### src/rtl/instr_sequencer.sv
// Single-clock sequencer between a synchronous program ROM and the processor: fetch, issue,
// immediate supply and retire handshake. Optional address breakpoint via SEQ_BREAKPOINT_EN.
module instr_sequencer #(
    parameter int unsigned DATA_W  = 8,
    parameter int unsigned ADDR_W  = 5,
    parameter int unsigned CNT_W   = 16,
    parameter int unsigned TIMEOUT = 255
) (
    input  logic              CLK,
    input  logic              RSTn,
    input  logic              mode,
    input  logic              go,
    input  logic              step,
    input  logic              halt_req,
    input  logic [ADDR_W-1:0] brk_addr,
    output logic [ADDR_W-1:0] rom_addr,
    input  logic [DATA_W-1:0] rom_data,
    output logic [DATA_W-1:0] din,
    output logic              run,
    output logic              din_valid,
    input  logic              next,
    input  logic              done,
    output logic [ADDR_W-1:0] pc,
    output logic [CNT_W-1:0]  instr_cnt,
    output logic              halted,
    output logic              err
);

    typedef enum logic [2:0] {
        StIdle,
        StFetch,
        StIssue,
        StExec,
        StFetchD,
        StHalted
    } state_e;

    // The watchdog counter only needs to reach TIMEOUT-1 before it fires.
    localparam int unsigned WD_W = (TIMEOUT > 1) ? $clog2(TIMEOUT) : 1;
    localparam logic [WD_W-1:0] WD_LAST = WD_W'(TIMEOUT - 1);
    localparam bit WD_EN = (TIMEOUT != 0);

    state_e              state_q, state_d, bnd_state;
    logic [ADDR_W-1:0]   rom_addr_q, rom_addr_d;
    logic [DATA_W-1:0]   din_q, din_d;
    logic [ADDR_W-1:0]   pc_q, pc_d;
    logic [CNT_W-1:0]    cnt_q, cnt_d;
    logic [WD_W-1:0]     wd_q, wd_d;
    logic                err_q, err_d;
    logic                dv_q, dv_d;
    logic                step_q;
    logic                step_rise;
    logic                bp_hit;

    assign step_rise = step & ~step_q;

`ifdef SEQ_BREAKPOINT_EN
    assign bp_hit = (pc_q == brk_addr);
`else
    logic unused_brk;
    assign unused_brk = ^brk_addr;
    assign bp_hit     = 1'b0;
`endif

    // Where to go once an instruction retires.
    always_comb begin
        bnd_state = StIdle;
        if (halt_req) begin
            bnd_state = StHalted;
        end else if (bp_hit) begin
            bnd_state = StHalted;
        end else if (mode) begin
            bnd_state = StIdle;
        end else if (go) begin
            bnd_state = StFetch;
        end
    end

    always_comb begin
        state_d    = state_q;
        rom_addr_d = rom_addr_q;
        din_d      = din_q;
        pc_d       = pc_q;
        cnt_d      = cnt_q;
        err_d      = err_q;
        dv_d       = (state_q == StFetchD);
        wd_d       = (state_q == StExec) ? wd_q + WD_W'(1) : '0;

        unique case (state_q)
            StIdle: begin
                if (mode ? step_rise : go) begin
                    state_d = StFetch;
                end
            end
            StFetch: begin
                din_d   = rom_data;
                pc_d    = rom_addr_q;
                state_d = StIssue;
            end
            StIssue: begin
                state_d = StExec;
            end
            StExec: begin
                if (done) begin
                    rom_addr_d = rom_addr_q + ADDR_W'(1);
                    cnt_d      = cnt_q + CNT_W'(1);
                    state_d    = bnd_state;
                end else if (next) begin
                    rom_addr_d = rom_addr_q + ADDR_W'(1);
                    state_d    = StFetchD;
                end else if (WD_EN && (wd_q == WD_LAST)) begin
                    state_d = StHalted;
                    err_d   = 1'b1;
                end
            end
            StFetchD: begin
                din_d   = rom_data;
                state_d = StExec;
            end
            StHalted: begin
                if (step_rise) begin
                    state_d = StFetch;
                    err_d   = 1'b0;
                end
            end
            default: begin
                state_d = StIdle;
            end
        endcase
    end

    always_ff @(posedge CLK or negedge RSTn) begin
        if (!RSTn) begin
            state_q    <= StIdle;
            rom_addr_q <= '0;
            din_q      <= '0;
            pc_q       <= '0;
            cnt_q      <= '0;
            wd_q       <= '0;
            err_q      <= 1'b0;
            dv_q       <= 1'b0;
            step_q     <= 1'b0;
        end else begin
            state_q    <= state_d;
            rom_addr_q <= rom_addr_d;
            din_q      <= din_d;
            pc_q       <= pc_d;
            cnt_q      <= cnt_d;
            wd_q       <= wd_d;
            err_q      <= err_d;
            dv_q       <= dv_d;
            step_q     <= step;
        end
    end

    assign rom_addr  = rom_addr_q;
    assign din       = din_q;
    assign pc        = pc_q;
    assign instr_cnt = cnt_q;
    assign run       = (state_q == StIssue);
    assign din_valid = dv_q;
    assign halted    = (state_q == StHalted);
    assign err       = err_q;

endmodule

### config.mk
export PLATFORM = sky130hd
export DESIGN_NAME = instr_sequencer
export DESIGN_NICKNAME = d
export VERILOG_FILES = /design/src/rtl/instr_sequencer.sv
export SDC_FILE = /design/constraint.sdc
export NUM_CORES = 1
export LEC_CHECK = 0
export BUFFER_PORTS_ARGS = -buffer_cell sky130_fd_sc_hd__clkbuf_2
export CAP_MARGIN = 30
export CORE_ASPECT_RATIO = 0.7
export CORE_UTILIZATION = 45
export CTS_CLUSTER_SIZE = 25
export DETAILED_ROUTE_END_ITERATION = 8
export GPL_ROUTABILITY_DRIVEN = 0
export PLACE_DENSITY_LB_ADDON = 0.1
export REMOVE_ABC_BUFFERS = 1
export SYNTH_ARGS = -nofsm -noshare
export SYNTH_HDL_FRONTEND = slang
export SYNTH_SLANG_ARGS = --single-unit
### constraint.sdc
create_clock -name CLK -period 2 [get_ports CLK]
set_input_delay 0 -clock CLK [delete_from_list [all_inputs] [get_ports CLK]]
set_output_delay 0 -clock CLK [all_outputs]
set_load 0.03 [all_outputs]
==> summary.txt, run 1 <==
Run status
  • Run status: complete, but fails checks
  • Violated checks: DRC

Drt
  • Detailed-router iteration count before antenna repair: 6
  • Vias after detailed routing: 1584
  • Drt total wl: 4250 um
  • Routed len/inst: 13.9 um
  • Number of vias per cell after detailed routing: 5.19
  • Remaining DRCs: 4
  • Post-route antenna net violation count: 0
  • Iteration-0 DRC count of the detailed router: 100

STA
  • Headroom to the max-slew limit: 0.607
  • Clock Skew: 0.00643 ns
  • Final setup violating endpoints: 0
  • Unrepaired setup endpoints after global routing: false
  • Number of hold violations in the final report: 0
  • WHS: 0.0191 ns
  • Final count of pins violating max slew: 0
  • Max Clk Rate: 574 MHz
  • Tcrit/Tclk final: 0.871
  • Transition time at the pin with the least slew margin: 0.590 ns
  • TNS Setup: 0 ns
  • Worst-case setup margin in the final layout: 0.259 ns
  • Clock period minus worst slack: 1.74 ns

Power
  • Switching Power: 0.00158 W
  • Power share of the combinational group: 0.425
  • Share of power burned in registers: 0.416
  • Switching fraction of total power: 0.422
  • Part of the power in the clock network: 0.159
  • Internal power of the cells: 0.00216 W
  • Power per Cell Area: 1400 nW/um^2
  • Static power due to leakage: approximately 1.3 nW
  • Maximum vdd ir drop: around 0.00077 V

Floorplanning
  • Io pins: a little under 60
  • Die span in y: around 60 um
  • Number of cell rows: 20
  • Area of the core: 4430 um^2
  • Die Footprint: approximately 5000 um^2
  • Horizontal die dimension: between 80 and 90 um
  • Starting utilization of the core area: 0.479

Worst setup path
  • CP Launch Type: register
  • Worst path required time: 2.21 ns
  • Delay of the slowest critical-path stage: 0.59 ns
  • CP arrival: 1.96 ns
  • Cell family contributing the most delay on the critical path: simple AND/OR/NAND/NOR gates
  • Source of the critical timing path: state_q[2]
  • Buffering stage count on the worst path with inverters included: 0
  • CP max-delay cell: or4_4
  • Sort of element at the end of the critical path: register
  • FF-to-FF Start: state_q[2]
  • Worst Setup Path Type: reg -> reg
  • Critical path, cell by cell: nand4b_4 > or4_4 > nor2_2 > xor2_1
  • Biggest fanout along the worst timing path: 10

Yosys
  • Fraction of registers with async set/reset: 1.00
  • Mapped Cells: between 150 and 200
  • Sequential area share after synthesis: 0.566
  • Ranking of synthesized cells by area: dfrtp_1 (57%), mux2_2 (7.4%), xnor2_1 (5.8%)
  • Ys flop type: dfrtp_1
  • Warnings, synthesis: 0
  • Cell taking the most area after synthesis: dfrtp_1
  • Number of enable flip-flop cells after synthesis: 0
  • Synthesized area per cell: 11.9 um^2
  • Most repeated cell in the gate-level netlist after synthesis: dfrtp_1
  • Netlist area before placement: 2120 um^2
  • FF+latch count, synth: 48
  • Area share of the largest cell type after synthesis: 0.566
  • Distinct cell type count after synthesis: 31
  • Top cells by count, synth: dfrtp_1 (48), nor2_1 (19), mux2_2 (14), xnor2_1 (14), nand2_1 (13)

Clock tree
  • Clock net sink count: 48
  • H-tree levels: 2
  • Later-pin clock latency in the skew report: approximately 0.29 ns
  • Number of buffers inserted by post-CTS setup repair: 0
  • Buffers from clock root to sink, at most: 2
  • Root Buffer Master: clkbuf_8
  • CTS hold repair buffers: 11
  • Number of CTS-inserted buffers: 5
  • Clock tree from TritonCTS: built
  • Post-cts resize count: 0
  • Clock-pin slew on the worst setup and hold paths: 0.09 ns

Cells and area
  • Register area: 1200 um^2
  • # nets final: 274
  • Layout filler cell count: 371
  • Ant diodes: 0
  • Area of the multi-input gates: 873 um^2
  • Share of final-layout standard cells stronger than drive strength 1: 0.332
  • Growth of design area from synthesis to finish: 25.5%

Global routing
  • Met3 track demand over resource: 0.0474
  • Highest-utilization routing layer at the global route stage: met2
  • Number of global-route vias before repair: around 1500
  • Final global-route overflow total: 0
  • Wire length of the first global-routing pass: 6860 um
  • Met2 routing resource usage after global routing: 0.321
  • GRT Resource Usage Total: 0.179
  • Initial antenna violation count: 0
  • Met1 global-route usage: 0.216
  • Pin count of the biggest net entering global routing: 49

Min path
  • Start point of the worst hold path: done
  • Path class of the lowest-slack min-delay path: in -> reg

Run
  • Number of max-cap violations: 0

Place
  • Number of buffers added on ports: 53
  • Setup slack at placement: 0.280 ns
  • Estimated wirelength of the detail-placed design: about 3100 um
## metrics by stage
stage                     instance area [um^2]  std cells   util  total power (W)
after global placement                    2460        286  0.555          0.00308
after detailed placement                  2460        286  0.555          0.00315
final                                     2670        305  0.602          0.00373
after floorplan                           2090        174      -          0.00264
after CTS                                 2670        305  0.602          0.00376
after global routing                      2670        305  0.602          0.00396
## layout by cell type (no fill, tap or decap), types with 3 or more instances in the layout
cell type,count
buf_4,4
clkbuf_2,53
clkbuf_8,6
dfrtp_1,48
dlygate4sd3_1,11
ha_1,4
inv_1,5
mux2_2,14
nand2_1,13
nand2b_1,3
nand3_1,7
nand3b_1,4
nand4_1,11
nor2_1,19
xnor2_1,14
xor2_1,12
## cell type report
class / instances / share of cell area
sequential: 48 / 0.451
multi-input combinational: 121 / 0.328
timing repair buffer: 68 / 0.152
clock buffer: 6 / 0.0310
tap: 55 / 0.0258
inverter: 5 / 0.00704
clock inverter: 2 / 0.00563
## state kept, by name, indices dropped and copies added (netlist names)
name,flops
state_q,3
din_valid,1
step_q,1
instr_cnt,16
wd_q,8
err,1
din,8
rom_addr,5
pc,5
## layer usage
metal | part of all wire | up-vias | wire length, um
met4 | 0.0042 | 0 | 18
met1 | 0.45 | 780 | 1920
li1 | - | 756 | -
met2 | 0.49 | 46 | 2090
met3 | 0.051 | 2 | 217
met5 | 0 | - | 0
## worst register-to-register path, cell delays in order (launching register included)
cell	delay (ns)
dfrtp_1	0.49
nand4b_4	0.28
or4_4	0.59
nor2_2	0.13
xor2_1	0.17
## cells by family (layout without fill, tap and decap cells)
family                     count (synthesis)  in the layout  share of synthesized area
AOI/OAI and AO/OA                          6              6                     0.0224
xor gates and xnor gates                  26             26                      0.107
adders and majority gates                  4              4                     0.0236
buffers and inverters                      9             81                     0.0230
DFF                                       48             48                      0.566
muxes                                     14             14                     0.0742
and+or+nand+nor                           71             71                      0.184
## path summary, 6_finish.rpt
check,depth (start not counted),to,slack [ns]
max,4,instr_cnt[15],0.26
min,2,err,0.02
max reg2reg,4,instr_cnt[15],0.26
min reg2reg,1,instr_cnt[11],0.49
max in group asynchronous,3,instr_cnt[6],1.27
min in group asynchronous,3,din[5],0.32
## power groups by stage
| stage | Combinational (W) | Sequential (W) | Clock (W) |
|---|---|---|---|
| finish | 0.00159 | 0.00155 | 0.000592 |
| global route | 0.00170 | 0.00160 | 0.000655 |
| CTS | 0.00160 | 0.00155 | 0.000617 |
| detailed placement | 0.00158 | 0.00157 | 0 |
| global placement | 0.00154 | 0.00154 | 0 |
| floorplan | 0.000684 | 0.00196 | 0 |
No activity file was read; power rests on OpenSTA's default activity.
==> run 2: changes to the inputs <==
--- a/config.mk
+++ b/config.mk
@@ -13,7 +13,6 @@
 export DETAILED_ROUTE_END_ITERATION = 8
 export GPL_ROUTABILITY_DRIVEN = 0
 export PLACE_DENSITY_LB_ADDON = 0.1
-export REMOVE_ABC_BUFFERS = 1
 export SYNTH_ARGS = -nofsm -noshare
 export SYNTH_HDL_FRONTEND = slang
 export SYNTH_SLANG_ARGS = --single-unit
==> run 2 against run 1 <==
Net effect:
- the flow still finishes with violations (DRC)
- clock-buffer cell count down 1
- cell area about the same
- clock skew up 0.0042 ns
- die area unchanged
- cell count unchanged
- sequential cell count unchanged
- total power down 0.78%
- routed wire length down 2.9%
- critical endpoint is now err
- largest power group unchanged
- highest routed layer unchanged
==> summary.txt, run 2 (synthesis gave the netlist of run 1 again) <==
Worst setup path
  • Register-to-register path setup slack: 0.16 ns (-0.10 ns)
  • Sort of element at the end of the critical path: register
  • Critical path, cell by cell: nand3b_1 > buf_4 > o41ai_1 > dlygate4sd3_1
  • Capture point of the worst reg-to-reg path: err
  • Biggest fanout along the worst timing path: 12 (+2)
  • Worst Setup Path Type: reg -> reg
  • Worst reg2reg path depth: 4 (unchanged)
  • Buffering stage count on the worst path with inverters included: 2 (+2)
  • Worst path required time: 2.24 ns (+0.03 ns)
  • Delay of the slowest critical-path stage: 0.59 ns (about the same)
  • CP arrival: 2.08 ns (+0.12 ns)
  • FF-to-FF Start: state_q[1]
  • Cell family contributing the most delay on the critical path: buffers and inverters
  • CP max-delay cell: dlygate4sd3_1
  • CP Launch Type: register

STA
  • Clock Skew: 0.0106 ns (+0.00422 ns)
  • Number of hold violations in the final report: 0 (unchanged)
  • Final setup violating endpoints: 0 (unchanged)
  • Tcrit/Tclk final: 0.921 (+0.0506)
  • Clock period minus worst slack: 1.84 ns (+0.101 ns)
  • TNS Setup: 0 ns (unchanged)
  • Unrepaired setup endpoints after global routing: false
  • Final count of pins violating max slew: 0 (unchanged)
  • Headroom to the max-slew limit: 0.614 (+0.00723)
  • Max Clk Rate: 543 MHz (-5.5%)
  • Transition time at the pin with the least slew margin: 0.579 ns (-0.0109 ns)
  • Worst-case setup margin in the final layout: 0.157 ns (-0.101 ns)

Floorplanning
  • Area of the core: 4430 um^2 (unchanged)
  • Starting utilization of the core area: 0.479 (unchanged)
  • Number of cell rows: 20 (unchanged)
  • Die Footprint: 5000 um^2 (unchanged)
  • Horizontal die dimension: 84.1 um (unchanged)
  • Die span in y: 59.5 um (unchanged)
  • Io pins: 59 (unchanged)

Run status
  • Run status: complete, but fails checks
  • Violated checks: DRC

Drt
  • Vias after detailed routing: 1581 (-0.19%)
  • Detailed-router iteration count before antenna repair: 6 (unchanged)
  • Number of vias per cell after detailed routing: 5.18 (-0.19%)
  • Drt total wl: 4120 um (-2.9%)
  • Remaining DRCs: 6 (+2)
  • Routed len/inst: 13.5 um (-2.9%)
  • Post-route antenna net violation count: 0 (unchanged)
  • Iteration-0 DRC count of the detailed router: 56 (-44%)

Power
  • Share of power burned in registers: 0.419 (+0.003)
  • Switching fraction of total power: 0.424 (+0.00177)
  • Part of the power in the clock network: 0.157 (-0.002)
  • Power per Cell Area: 1390 nW/um^2 (-0.73%)
  • Static power due to leakage: 1.29 nW (-0.30%)
  • Internal power of the cells: 0.00213 W (-1.1%)
  • Switching Power: 0.00157 W (-0.36%)
  • Maximum vdd ir drop: 0.000538 V (-30%)
  • Power share of the combinational group: 0.424 (about the same)

Cells and area
  • Ant diodes: 0 (unchanged)
  • Most frequent standard cell in the layout excluding fill and tap cells: clkbuf_2
  • Growth of design area from synthesis to finish: 25.5% (about the same)
  • Number of flip-flops under the largest register name: 16 (unchanged)
  • Core occupancy in the finished layout: 0.601 (about the same)
  • Register area: 1200 um^2 (+0.10%)
  • Most frequent cells in the layout: clkbuf_2 (53), dfrtp_1 (47), nor2_1 (19)
  • # nets final: 274 (unchanged)
  • Area of the multi-input gates: 873 um^2 (unchanged)
  • Layout filler cell count: 365 (-1.6%)
  • Share of final-layout standard cells stronger than drive strength 1: 0.332 (unchanged)

Clock tree
  • Clock-pin slew on the worst setup and hold paths: 0.09 ns (about the same)
  • Buffers from clock root to sink, at most: 2 (unchanged)
  • Root Buffer Master: clkbuf_8
  • Number of CTS-inserted buffers: 5 (unchanged)
  • Clock tree from TritonCTS: built
  • Later-pin clock latency in the skew report: 0.31 ns (+0.02 ns)
  • H-tree levels: 2 (unchanged)
  • Clock net sink count: 48 (unchanged)

Run
  • Number of max-cap violations: 0 (unchanged)

Global routing
  • GRT Resource Usage Total: 0.190 (+0.0106)
  • Initial antenna violation count: 0 (unchanged)
  • Pin count of the biggest net entering global routing: 49 (unchanged)
  • Final global-route overflow total: 0 (unchanged)
  • Wire length of the first global-routing pass: 7220 um (+5.2%)
  • Number of global-route vias before repair: 1593 (+4.2%)

Place
  • Number of buffers added on ports: 53 (unchanged)
  • Estimated wirelength of the detail-placed design: 2980 um (-2.5%)
  • Setup slack at placement: 0.270 ns (-0.0102 ns)

Min path
  • Endpoint, Worst Hold: instr_cnt[0]
  • Cell depth of the worst min-delay path: 3 (+1)
  • Start point of the worst hold path: done
  • Path class of the lowest-slack min-delay path: in -> reg

Yosys
  • Synthesized netlist net count: 203
run 2: cell types whose count changed in the layout (fill, tap and decap cells not counted), sizes merged:
cell / before / now
clkbuf: 59 / 58
clkinv: 0 / 1
buf: 4 / 3
dlygate4sd3: 11 / 12
run 2: area by class of cell:
cell class                 count  share of cell area
inverter                       5             0.00705
tap                           55              0.0258
sequential                    48               0.451
clock buffer                   5              0.0258
clock inverter                 3             0.00892
timing repair buffer          68               0.153
multi-input combinational    121               0.328
run 2: stage by stage:
step                      power (W)  instance area (um^2)  hold slack, ns  cells
after global placement      0.00309                  2450           0.115    285
after CTS                   0.00375                  2660          0.0601    305
after detailed placement    0.00313                  2450           0.133    285
after global routing        0.00395                  2660          0.0764    305
final                       0.00370                  2660          0.0656    305
after floorplan             0.00270                  2120          -0.296    178
run 2: worst max-delay path by stage:
stage | start | to | slack [ns] | depth (start not counted)
6_report | state_q[1] | err | 0.16 | 4
5_1_grt | state_q[1] | err | 0.01 | 4
4_1_cts | state_q[2] | err | 0.15 | 4
3_5_place_dp | instr_cnt[0] | instr_cnt[14] | 0.27 | 5
3_3_place_gp | instr_cnt[0] | instr_cnt[14] | 0.30 | 5
2_1_floorplan | instr_cnt[0] | instr_cnt[14] | 0.31 | 5
run 2: power by group through the flow:
stage	registers [W]	clock network, W	logic [W]
finish	0.00155	0.000582	0.00157
global route	0.00161	0.000648	0.00170
CTS	0.00155	0.000607	0.00159
detailed placement	0.00157	0	0.00156
global placement	0.00154	0	0.00154
floorplan	0.00190	0	0.000800
run 2: metal layers:
metal | global-route usage | wire length (um)
met1 | 0.232 | 1890
met3 | 0.0682 | 205
met2 | 0.315 | 1970
met4 | 0.0714 | 59
met5 | 0 | 0
run 2: repair_timing:
| action | 4_1_cts | 5_1_grt |
|---|---|---|
| buffers inserted | 0 | 0 |
| gates resized for setup | 0 | 1 |
| hold buffers | 12 | 0 |
| hold endpoints to repair | 58 | 0 |
| endpoints found under the setup margin | 0 | 1 |
run 2: worst register-to-register path, delay by kind of cell, from the launching register on:
kind,cells,cell delay (ns)
AOI/OAI and AO/OA,1,0.29
buffers and inverters,2,0.79
DFF,1,0.55
and+or+nand+nor,1,0.15
==> run 3: changes to the inputs <==
--- a/config.mk
+++ b/config.mk
@@ -12,7 +12,8 @@
 export CTS_CLUSTER_SIZE = 25
 export DETAILED_ROUTE_END_ITERATION = 8
 export GPL_ROUTABILITY_DRIVEN = 0
-export PLACE_DENSITY_LB_ADDON = 0.1
+export PLACE_DENSITY_LB_ADDON = 0.25
+export REMOVE_ABC_BUFFERS = 1
 export SYNTH_ARGS = -nofsm -noshare
 export SYNTH_HDL_FRONTEND = slang
 export SYNTH_SLANG_ARGS = --single-unit
==> run 3 against run 2 <==
Net effect:
- the run still ends with DRC left
- worst hold slack about the same
- die area unchanged
- register-to-register slack better by 0.02 ns
- clock-buffer cell count up 1
- global-route usage down 1.0 points
- maximum frequency up 1.2%
- largest power group unchanged
- highest routed layer unchanged
==> summary.txt, run 3 (synthesis gave the netlist of run 1 again) <==
Clock tree
  • Clock tree from TritonCTS: built
  • H-tree levels: 2 (unchanged)
  • Number of CTS-inserted buffers: 5 (unchanged)
  • Clock net sink count: 48 (unchanged)
  • Buffers from clock root to sink, at most: 2 (unchanged)
  • Later-pin clock latency in the skew report: 0.30 ns (about the same)
  • Post-cts resize count: 0 (unchanged)
  • Clock-pin slew on the worst setup and hold paths: 0.08 ns (about the same)
  • Root Buffer Master: clkbuf_8

Drt
  • Number of vias per cell after detailed routing: 4.91 (-5.2%)
  • Vias after detailed routing: 1543 (-2.4%)
  • Routed len/inst: 12.9 um (-4.7%)
  • Remaining DRCs: 9 (+3)
  • Iteration-0 DRC count of the detailed router: 56 (unchanged)
  • Detailed-router iteration count before antenna repair: 6 (unchanged)
  • Post-route antenna net violation count: 0 (unchanged)
  • Drt total wl: 4050 um (-1.9%)

Place
  • Cell area reported after detailed placement: 2500 um^2 (+2.1%)
  • Setup slack at placement: 0.407 ns (+0.137 ns)
  • Estimated wirelength of the detail-placed design: 2880 um (-3.3%)
  • Number of buffers added on ports: 53 (unchanged)

Power
  • Static power due to leakage: 1.36 nW (+5.2%)
  • Power per Cell Area: 1430 nW/um^2 (+2.9%)
  • Maximum vdd ir drop: 0.000965 V (+79%)

Global routing
  • GRT Resource Usage Total: 0.180 (-0.00997)
  • Wire length of the first global-routing pass: 6870 um (-4.8%)
  • Pin count of the biggest net entering global routing: 23 (-53%)
  • Number of global-route vias before repair: 1444 (-9.4%)
  • Final global-route overflow total: 0 (unchanged)
  • Initial antenna violation count: 0 (unchanged)

Worst setup path
  • Instance count on the critical path: 6 (+2)
  • Delay of the slowest critical-path stage: 0.55 ns (-0.04 ns)
  • Capture point of the worst reg-to-reg path: err
  • Biggest fanout along the worst timing path: 6 (-6)
  • Worst Setup Path Type: reg -> reg
  • CP arrival: 2.00 ns (-0.08 ns)
  • Register-to-register path setup slack: 0.18 ns (+0.02 ns)
  • CP Launch Type: register
  • Buffering stage count on the worst path with inverters included: 2 (unchanged)
  • CP max-delay cell: dlygate4sd3_1
  • Critical path, cell by cell: buf_4 > and3b_1 > nand3b_1 > nand2_1 > o41ai_1 > dlygate4sd3_1
  • Worst reg2reg path depth: 6 (+2)
  • Worst path required time: 2.18 ns (-0.06 ns)
  • Cell family contributing the most delay on the critical path: buffers and inverters
  • FF-to-FF Start: state_q[1]
  • Sort of element at the end of the critical path: register

STA
  • Unrepaired setup endpoints after global routing: false
  • TNS Setup: 0 ns (unchanged)
  • Number of hold violations in the final report: 0 (unchanged)
  • Final count of pins violating max slew: 0 (unchanged)
  • Tcrit/Tclk final: 0.910 (-0.0111)
  • Final setup violating endpoints: 0 (unchanged)
  • Max Clk Rate: 549 MHz (+1.2%)
  • Clock period minus worst slack: 1.82 ns (-0.0222 ns)
  • Clock Skew: 0.00840 ns (-0.00224 ns)
  • Headroom to the max-slew limit: 0.723 (+0.109)
  • Transition time at the pin with the least slew margin: 0.415 ns (-0.164 ns)
  • Worst-case setup margin in the final layout: 0.180 ns (+0.0222 ns)
  • WHS: 0.0655 ns (-0.000181 ns)

Cells and area
  • Number of flip-flops under the largest register name: 16 (unchanged)
  • Most frequent cells in the layout: clkbuf_2 (53), dfrtp_1 (48), nor2_1 (19)
  • Share of final-layout standard cells stronger than drive strength 1: 0.351 (+0.0194)
  • Register area: 1200 um^2 (-0.10%)
  • Growth of design area from synthesis to finish: 29.9%
  • Layout filler cell count: 368 (+0.82%)
  • Post-route cell area: 2760 um^2 (+3.6%)
  • Most frequent standard cell in the layout excluding fill and tap cells: clkbuf_2
  • Ant diodes: 0 (unchanged)
  • # nets final: 283 (+3.3%)
  • Area of the multi-input gates: 873 um^2 (unchanged)

Min path
  • Endpoint, Worst Hold: state_q[2]
  • Start point of the worst hold path: halt_req
  • Cell depth of the worst min-delay path: 4 (+1)
  • Path class of the lowest-slack min-delay path: in -> reg

Run status
  • Violated checks: DRC
  • Run status: complete, but fails checks

Floorplanning
  • Io pins: 59 (unchanged)
  • Area of the core: 4430 um^2 (unchanged)
  • Number of cell rows: 20 (unchanged)
  • Horizontal die dimension: 84.1 um (unchanged)
  • Die span in y: 59.5 um (unchanged)
  • Starting utilization of the core area: 0.479 (unchanged)
  • Die Footprint: 5000 um^2 (unchanged)

Run
  • Number of max-cap violations: 0 (unchanged)
==> run 3: worst max path at each step <==
| stage | from | endpoint | slack [ns] |
|---|---|---|---|
| floorplan | instr_cnt[0] | instr_cnt[14] | 0.31 |
| global placement | state_q[0] | din[5] | 0.43 |
| detailed placement | state_q[0] | din[1] | 0.41 |
| CTS | state_q[1] | err | 0.1 |
| global route | state_q[1] | err | 0.08 |
| finish | state_q[1] | err | 0.18 |
==> run 3: per-layer routing <==
metal	track usage	up-vias	wire length, um
met5	0	-	0
met4	0.0369	0	18
met3	0.0460	2	163
met2	0.266	34	1730
met1	0.269	734	2130
li1	-	773	-
==> run 3: what timing repair did <==
item,CTS,global route
endpoints found under the setup margin,0,1
endpoints found under the hold margin,36,0
hold buffers,12,0
setup buffers,0,2
==> run 3: worst min-delay path, stage by stage <==
cell      delay [ns]
clkbuf_2        0.08
nor2b_1         0.04
nor2_1          0.08
a22o_1          0.13
==> run 3: through the flow <==
step           power, W  std cells  utilization
2_1_floorplan   0.00264        174            -
4_1_cts         0.00395        312        0.619
5_1_grt         0.00420        314        0.623
6_report        0.00395        314        0.623
3_3_place_gp    0.00317        292        0.565
3_5_place_dp    0.00320        292        0.565
==> run 3: power breakdown <==
part | switching, W | internal, W | leakage [nW]
registers | 0.000257 | 0.00125 | 0.616
clock network | 0.000312 | 0.000409 | 0.0614
logic | 0.00100 | 0.000714 | 0.685
==> run 3: final cells by class <==
class,instances,area share
Clock buffer,6,0.0299
Clock inverter,2,0.0141
Inverter,5,0.00680
Multi-Input combinational cell,121,0.317
Sequential cell,48,0.435
Tap cell,55,0.0249
Timing Repair Buffer,77,0.172
